<file path="config.mk">
export PLATFORM = sky130hd
export DESIGN_NAME = signed_mac_stream_flat
export DESIGN_NICKNAME = d
export VERILOG_FILES = /design/src/rtl/signed_mac_stream_if.sv /design/src/rtl/signed_mac_stream.sv /design/src/flat_wrapper.sv
export SDC_FILE = /design/constraint.sdc
export NUM_CORES = 1
export LEC_CHECK = 0
export CAP_MARGIN = 0
export CORE_UTILIZATION = 45
export CTS_BUF_LIST = sky130_fd_sc_hd__clkbuf_8
export DETAILED_ROUTE_END_ITERATION = 6
export PLACE_DENSITY = 0.62
export SYNTH_ARGS = -nofsm -noshare
export SYNTH_HDL_FRONTEND = slang
export SYNTH_SLANG_ARGS = --single-unit
</file>
<file path="constraint.sdc">
create_clock -name clk -period 4.5 [get_ports clk]
set_input_delay 0.45 -clock clk [delete_from_list [all_inputs] [get_ports clk]]
set_output_delay 0.45 -clock clk [all_outputs]
set_load 0.05 [all_outputs]
</file>
<file path="src/rtl/signed_mac_stream_if.sv">
// Stream bundle for signed_mac_stream: operand beats in, one saturated frame sum out.
interface signed_mac_stream_if #(
    parameter int DATA_W = 16,
    parameter int OUT_W  = 16,
    parameter int CNT_W  = 8
);
    logic              in_valid;
    logic              in_ready;
    logic [DATA_W-1:0] in_a;
    logic [DATA_W-1:0] in_b;
    logic              in_last;
    logic              out_valid;
    logic              out_ready;
    logic [OUT_W-1:0]  out_data;
    logic              out_sat;
    logic [CNT_W-1:0]  out_count;

    modport slave (
        input  in_valid, in_a, in_b, in_last, out_ready,
        output in_ready, out_valid, out_data, out_sat, out_count
    );

    modport master (
        output in_valid, in_a, in_b, in_last, out_ready,
        input  in_ready, out_valid, out_data, out_sat, out_count
    );
endinterface

</file>
<file path="src/rtl/signed_mac_stream.sv">
// Framed signed multiply-accumulate: product stage, accumulate stage, then a
// shifted and saturated result held until the consumer takes it.
module signed_mac_stream #(
    parameter int DATA_W = 16,
    parameter int ACC_W  = 40,
    parameter int OUT_W  = 16,
    parameter int SHIFT  = 0,
    parameter int CNT_W  = 8
) (
    input  logic                  clk,
    input  logic                  rst_n,
    signed_mac_stream_if.slave    io_bus
);
    localparam int STAGES = 1;
    localparam logic signed [ACC_W-1:0] MAXV = {{(ACC_W-OUT_W+1){1'b0}}, {(OUT_W-1){1'b1}}};
    localparam logic signed [ACC_W-1:0] MINV = {{(ACC_W-OUT_W+1){1'b1}}, {(OUT_W-1){1'b0}}};

    typedef enum logic [1:0] {ACCUM, DRAIN, HOLD} state_t;

    state_t                     r_state;
    state_t                     w_next;
    logic signed [2*DATA_W-1:0] r_prod;
    logic                       r_p_last;
    logic                       r_p_first;
    logic [STAGES:0]            r_vld_pipe;
    logic                       r_in_frame;
    logic [CNT_W-1:0]           r_cnt;
    logic signed [ACC_W-1:0]    r_acc;
    logic [OUT_W-1:0]           r_out_data;
    logic                       r_out_sat;
    logic [CNT_W-1:0]           r_out_count;

    logic                       w_accept;
    logic signed [2*DATA_W-1:0] w_prod;
    logic signed [ACC_W-1:0]    w_prod_ext;
    logic signed [ACC_W-1:0]    w_sh;
    logic [OUT_W-1:0]           w_sat_data;
    logic                       w_sat_flag;

    // in_ready gated by rst_n so it drops the instant reset asserts
    assign io_bus.in_ready  = (r_state == ACCUM) && rst_n;
    assign io_bus.out_valid = (r_state == HOLD);
    assign io_bus.out_data  = r_out_data;
    assign io_bus.out_sat   = r_out_sat;
    assign io_bus.out_count = r_out_count;

    assign w_accept   = io_bus.in_valid && io_bus.in_ready;
    assign w_prod     = $signed(io_bus.in_a) * $signed(io_bus.in_b);
    assign w_prod_ext = ACC_W'(r_prod);
    assign w_sh       = r_acc >>> SHIFT;

    always_comb begin
        w_sat_data = w_sh[OUT_W-1:0];
        w_sat_flag = 1'b0;
        if (w_sh > MAXV) begin
            w_sat_data = MAXV[OUT_W-1:0];
            w_sat_flag = 1'b1;
        end else if (w_sh < MINV) begin
            w_sat_data = MINV[OUT_W-1:0];
            w_sat_flag = 1'b1;
        end
    end

    always_comb begin
        w_next = r_state;
        case (r_state)
            ACCUM:   if (w_accept && io_bus.in_last) w_next = DRAIN;
            DRAIN:   if (r_vld_pipe[1])              w_next = HOLD;
            HOLD:    if (io_bus.out_ready)           w_next = ACCUM;
            default: w_next = ACCUM;
        endcase
    end

    always_ff @(posedge clk or negedge rst_n) begin
        if (!rst_n) r_state <= ACCUM;
        else        r_state <= w_next;
    end

    always_ff @(posedge clk or negedge rst_n) begin
        if (!rst_n) begin
            r_prod      <= '0;
            r_p_last    <= 1'b0;
            r_p_first   <= 1'b0;
            r_vld_pipe  <= '0;
            r_in_frame  <= 1'b0;
            r_cnt       <= '0;
            r_acc       <= '0;
            r_out_data  <= '0;
            r_out_sat   <= 1'b0;
            r_out_count <= '0;
        end else begin
            r_vld_pipe <= {r_vld_pipe[0] & r_p_last, w_accept};
            if (w_accept) begin
                r_prod     <= w_prod;
                r_p_last   <= io_bus.in_last;
                r_p_first  <= !r_in_frame;
                r_in_frame <= !io_bus.in_last;
                if (!r_in_frame)  r_cnt <= CNT_W'(1);
                else if (!(&r_cnt)) r_cnt <= r_cnt + 1'b1;
            end
            if (r_vld_pipe[0]) begin
                if (r_p_first) r_acc <= w_prod_ext;
                else           r_acc <= r_acc + w_prod_ext;
            end
            // the accumulator settled one edge earlier, so the result is final here
            if (r_vld_pipe[1]) begin
                r_out_data  <= w_sat_data;
                r_out_sat   <= w_sat_flag;
                r_out_count <= r_cnt;
            end
        end
    end
endmodule

</file>
<file path="src/flat_wrapper.sv">
// flat-port wrapper written by rule: the top's interface ports become plain ports
module signed_mac_stream_flat 
#(
    parameter int DATA_W = 16,
    parameter int ACC_W  = 40,
    parameter int OUT_W  = 16,
    parameter int SHIFT  = 0,
    parameter int CNT_W  = 8
)
  (clk, rst_n, io_bus_in_valid, io_bus_in_a, io_bus_in_b, io_bus_in_last, io_bus_out_ready, io_bus_in_ready, io_bus_out_valid, io_bus_out_data, io_bus_out_sat, io_bus_out_count);
  signed_mac_stream_if #(.DATA_W(DATA_W), .OUT_W(OUT_W), .CNT_W(CNT_W)) io_bus_i ();
  input  logic clk;
  input  logic rst_n;
  input wire logic [$bits(io_bus_i.in_valid)-1:0] io_bus_in_valid;
  input wire logic [$bits(io_bus_i.in_a)-1:0] io_bus_in_a;
  input wire logic [$bits(io_bus_i.in_b)-1:0] io_bus_in_b;
  input wire logic [$bits(io_bus_i.in_last)-1:0] io_bus_in_last;
  input wire logic [$bits(io_bus_i.out_ready)-1:0] io_bus_out_ready;
  output wire logic [$bits(io_bus_i.in_ready)-1:0] io_bus_in_ready;
  output wire logic [$bits(io_bus_i.out_valid)-1:0] io_bus_out_valid;
  output wire logic [$bits(io_bus_i.out_data)-1:0] io_bus_out_data;
  output wire logic [$bits(io_bus_i.out_sat)-1:0] io_bus_out_sat;
  output wire logic [$bits(io_bus_i.out_count)-1:0] io_bus_out_count;
  assign io_bus_i.in_valid = io_bus_in_valid;
  assign io_bus_i.in_a = io_bus_in_a;
  assign io_bus_i.in_b = io_bus_in_b;
  assign io_bus_i.in_last = io_bus_in_last;
  assign io_bus_i.out_ready = io_bus_out_ready;
  assign io_bus_in_ready = io_bus_i.in_ready;
  assign io_bus_out_valid = io_bus_i.out_valid;
  assign io_bus_out_data = io_bus_i.out_data;
  assign io_bus_out_sat = io_bus_i.out_sat;
  assign io_bus_out_count = io_bus_i.out_count;
  signed_mac_stream #(.DATA_W(DATA_W), .ACC_W(ACC_W), .OUT_W(OUT_W), .SHIFT(SHIFT), .CNT_W(CNT_W)) u_core (.clk(clk), .rst_n(rst_n), .io_bus(io_bus_i));
endmodule
</file>
Word-level counts from Yosys, hierarchy flattened
Index checks and enable logic that the tools add are counted.
{"block": "totals", "ff_bits": 112, "in_bits": 37, "out_inout_bits": 27}
{"block": "classes", "add_sub_neg": 2, "multipliers": 1, "order_cmp": 2, "n_eq_ne": 6, "n_mux": 11, "bitwise": 1, "reduce_logical": 9}
{"operator": "$add A40 B32 Y40", "n": 1}
{"operator": "$gt A40 B16 Y1 const B", "n": 1}
{"operator": "$lt A40 B16 Y1 const B", "n": 1}
{"operator": "$mux W40", "n": 1}
{"operator": "$mul A16 B16 Y32", "n": 1}
{"operator": "$mux W16", "n": 2}
{"operator": "$mux W8", "n": 2}
{"operator": "$add A8 B1 Y8 const B", "n": 1}
{"operator": "$reduce_and A8 Y1", "n": 1}
{"operator": "$mux W2", "n": 3}
{"operator": "$ne A2 B2 Y1 const B", "n": 3}
{"operator": "$pmux W2 S3", "n": 1}
{"operator": "$logic_and A1 B1 Y1", "n": 3}
{"operator": "$reduce_and A3 Y1", "n": 1}
{"operator": "$eq A2 B1 Y1 const B", "n": 1}
{"operator": "$eq A2 B2 Y1 const B", "n": 1}
{"operator": "$logic_not A1 Y1", "n": 2}
{"operator": "$logic_not A2 Y1", "n": 1}
{"operator": "$mux W1", "n": 2}
{"operator": "$ne A2 B1 Y1 const B", "n": 1}
{"operator": "$reduce_and A2 Y1", "n": 1}
{"operator": "$and A1 B1 Y1", "n": 1}

Depth between registers and ports, before layout
Gate-level depths: netlist of the first run.
{"block": "depth", "word_depth": 6, "depth_mapped": 25, "mapped_depth_nobuf": 24}

Least setup slack after synthesis of the first run
No wires, ideal clock.
{"block": "synth_timing", "path_kind": "input to register", "start": "input io_bus_in_b[1]", "end": "register u_core.r_prod[30]", "arrival_ns": 6.031, "setup_slack_ns": -1.664, "cell_stages": 22, "cell_sequence": "clkbuf_1 -> nand2_1 -> inv_1 -> fa_1 -> fa_1 -> inv_1 -> fa_1 -> fa_1 -> inv_1 -> fa_1 -> inv_1 -> fa_1 -> inv_1 -> ha_1 -> a211o_1 -> a211oi_1 -> and2_1 -> a21bo_2 -> o311ai_1 -> a21oi_1 -> xor2_1 -> o21ai_0"}
{"block": "synth_via", "elab_chain_cells": 1}
{"element": "start, declared", "line": "flat_wrapper.sv:16", "rtl": "input wire logic [$bits(io_bus_i.in_b)-1:0] io_bus_in_b;"}
{"element": "$mul A16 B16 Y32", "line": "signed_mac_stream.sv:48", "rtl": "assign w_prod = $signed(io_bus.in_a) * $signed(io_bus.in_b);"}
{"element": "end signal, assigned", "line": "signed_mac_stream.sv:94", "rtl": "r_prod <= w_prod;"}
{"element": "end, declared", "line": "signed_mac_stream.sv:22", "rtl": "logic signed [2*DATA_W-1:0] r_prod;"}
No other way between the ends.
A chain may end at the register's enable or synchronous reset.

Worst setup path after layout of the first run
{"block": "layout_timing", "start": "input io_bus_in_a[15]", "end": "register u_core.r_prod[28]"}
{"block": "layout_via", "elab_chain_cells": 1}
{"element": "start, declared", "line": "flat_wrapper.sv:15", "rtl": "input wire logic [$bits(io_bus_i.in_a)-1:0] io_bus_in_a;"}
{"element": "$mul A16 B16 Y32", "line": "signed_mac_stream.sv:48"}
No other way between the ends.

==> results of run 1 <==
## registers in the layout (all words and copies together) (netlist names)
name                     flops
u_core.r_cnt                 8
u_core.r_in_frame            1
u_core.r_state               2
u_core.r_acc                40
u_core.r_p_last              1
u_core.io_bus.out_sat        1
u_core.r_vld_pipe            2
u_core.r_p_first             1
u_core.r_prod               32
u_core.io_bus.out_data      16
u_core.io_bus.out_count      8
## final timing paths
kind                                          startpoint                       endpoint  slack [ns]  depth (start not counted)
setup / recovery                         io_bus_in_a[15]  u_core.r_prod[28]$_DFFE_PN0P_       -1.17                         21
hold / removal                                     rst_n    u_core.r_acc[4]$_DFFE_PN0P_        0.02                          1
setup reg to reg           u_core.r_prod[31]$_DFFE_PN0P_   u_core.r_acc[38]$_DFFE_PN0P_        1.26                         11
hold reg to reg              u_core.r_p_last$_DFFE_PN0P_    u_core.r_p_last$_DFFE_PN0P_        0.49                          2
max in group asynchronous                          rst_n   u_core.r_p_first$_DFFE_PN0P_        3.48                          2
min in group clk             u_core.r_p_last$_DFFE_PN0P_    u_core.r_p_last$_DFFE_PN0P_        0.49                          2
## timing repair
action / 4_1_cts / 5_1_grt
gates cloned: 6 / 0
hold endpoints to repair: 0 / 0
resized for setup: 254 / 102
setup buffers: 50 / 16
pin swaps: 149 / 90
setup endpoints to repair: 25 / 24
## stage by stage
stage | setup TNS [ns] | util, % | worst slack (ns)
after floorplan | -18.15 | - | -1.13
after global placement | -39.01 | 53.4 | -1.94
after detailed placement | -41.03 | 53.4 | -2.07
after CTS | -19.83 | 56.3 | -1.21
after global routing | -23.10 | 56.9 | -1.32
final | -19.16 | 56.9 | -1.17
## synthesized netlist by cell type, types with 12 or more instances
library cell and number:
inv_1 345, fa_1 263, nand2_1 193, and2_1 130, a21oi_1 123, ha_1 122
dfrtp_1 112, nor2_1 101, o21ai_0 61, clkbuf_1 60, a21o_1 41, xnor2_1 39
xor2_1 29, nand3_1 21, nand2b_1 18, nand4_1 17, o21a_1 15, and3_1 12
## cell families (layout without fill, tap and decap cells)
| kind of cell | Yosys count | count (layout) |
|---|---|---|
| compound gates | 317 | 317 |
| xor+xnor | 68 | 68 |
| fa+ha+maj | 385 | 385 |
| buf+inv | 412 | 664 |
| flops | 112 | 112 |
| mux | 20 | 20 |
| simple gates | 532 | 532 |
## cell type report
cell class                 instances  area, µm²  share of cell area [%]
multi-input combinational       1322      12900                    63.2
clock buffer                       9        124                   0.607
inverter                         345       1300                    6.36
tap                              461        577                    2.83
sequential                       112       2810                    13.7
timing repair buffer             303       2640                    12.9
clock inverter                     7       66.3                   0.325
## metal layers
| layer | track usage (%) | vias up |
|---|---|---|
| li1 | - | 6328 |
| met1 | 31.2 | 6419 |
| met2 | 38.0 | 227 |
| met3 | 1.25 | 65 |
| met4 | 5.16 | 0 |
| met5 | 0 | - |
## worst reg2reg max path, cell delays in order, from the launching register on
cell      delay [ns]
dfrtp_1         0.74
ha_1            0.41
a21o_1          0.19
a21oi_1         0.21
o221ai_1        0.21
a211o_1         0.30
o22ai_1         0.19
o31ai_1         0.12
a21o_1          0.24
o31ai_2         0.21
xor2_1          0.17
o221ai_1        0.11
==> impl_metrics.ini, run 1 <==
[outcome]
status = finished with violations
violations = negative setup slack

[synthesis]
synth-xor-area-share_pct = 3.60
yosysUniqueCellTypes = 64
synth_compound_area_share_pct = 12.2
synth_top_cell_by_area = fa_1
synth-async-reset-ratio_pct = 100
yosysSeqAreaShare_pct = 17.0
ys_seq_elements = 112
mappedNetlistNets = 2268
synthTopCellsByArea = fa_1 (32%), dfrtp_1 (17%), ha_1 (9.2%)
synth.area.mux_share_pct = 1.29
synth-simple-area-share_pct = 15.6
synthAdderAreaFrac_pct = 41.1
yosysTopAreaCellShare_pct = 31.8
synthesis.area_mm2 = 0.0165
synthCells = 1846
synth_top_family_by_area = adder cells
synth_edf_count = 0
yosysWarnings = 0
ys.flop_type = dfrtp_1
synth_area_per_cell_um2 = 8.96

[timing]
timing.final.crit_share_pct = 126
layout_setup_ws_ns = -1.17
post-route-min-period_ns = 5.67
relSlewSlack_pct = 55.8
final-max-slew-violation-count = 0
hold_violations = 0
fmax_ghz = 0.177
rsz0062_at_grt = true
fin_skew_ns = 0.0149
timing.hold.ws_ns = 0.0225
worstMarginPinSlew_ns = 0.663
setup_viol = 22

[final_layout]
n_antenna_cell = 0
final_cell_mix = inv_1 (306), fa_1 (241), nand2_1 (182)
nets = 2515
drive_gt1_share_pct = 23.1
layout_commonest_cell = inv_1
areaGrowthSynthToFinish_pct = 23.4
finalInstanceArea_mm2 = 0.0204
num-fill-cells = 3170
final_cell_count_no_fill = 2559

[route]
firstDrtPassIters = 5
wire_per_inst_um = 15.9
drc = 0
dr.max_layer_used = met4
drt-total-wl_mm = 40.6
routed-via-count = 13000
viasPerCell = 5.10
drt-met1-wl_mm = 19.5
dr_wl_met2_mm = 19.4
ant_nets = 0
drtIter0Drc = 777
dr_wl_met3_um = 920

[floorplanning]
die_area_mm2 = 0.0375
start_util_pct = 46.1
die_width_um = 194
core-area_mm2 = 0.0358
die-height_um = 194
rows = 69
pin_count = 64

[clocking]
cts.clk_slew.worst_paths_ns = 0.11
ctsHoldBuffers = 0
cts_root_buffer = clkbuf_8
tritoncts = built
cts_made_buffers = 9
clk_latency_ns = 0.39
cts_max_path_buffers = 2
clkSinkCount = 112
htreeDepth = 3

[setup_path]
slowest_delay_ns = 0.70
critPathMostFrequentCell = fa_1
crit_fanout = 8
cp.required_ns = 4.77
arrival_ns = 5.93
cp_cell_sequence = buf_4 -> and2_4 -> fa_2 -> fa_1 -> fa_1 -> fa_1 -> fa_1 -> inv_2 -> fa_1 -> inv_2 -> ha_4 -> a21o_1 -> a21oi_4 -> o21ai_2 -> a211oi_2 -> and2_1 -> a21bo_4 -> o21bai_4 -> a21oi_2 -> xor2_1 -> o21ai_1
crit_type = in -> reg
crit_buf_inv = 3
start_kind = primary input
critical_path.endpoint_type = register
crit_family = adder cells
slowest_stage = fa_2

[global_routing]
grt_start_max_net_pins = 63
antenna_found_initial = 0
grt.total_usage_pct = 22.3
grt_pass1_vias = 13700
grt_pass1_wl_mm = 68.5
gr-total-overflow = 0

[placed_design]
dpl.hpwl_mm = 32.3
routabilityCongestion = 0.886
dp.cells = 2479
io_buffers = 63
place_area_mm2 = 0.0191

[worst_hold_path]
hold_class = in -> async

[run]
drv_cap = 0
Power of run 1 is left out: the tool's default activity adds up to more than one toggle a clock period on the data nets, which glitch-free logic cannot reach.
==> inputs of run 2 (changes only) <==
CTS_CLUSTER_SIZE = 28   (was unset)
==> results of run 2 <==
The final DEF is identical to that of run 1; final timing and power are the same.
Power of run 2 is left out for the same reason.
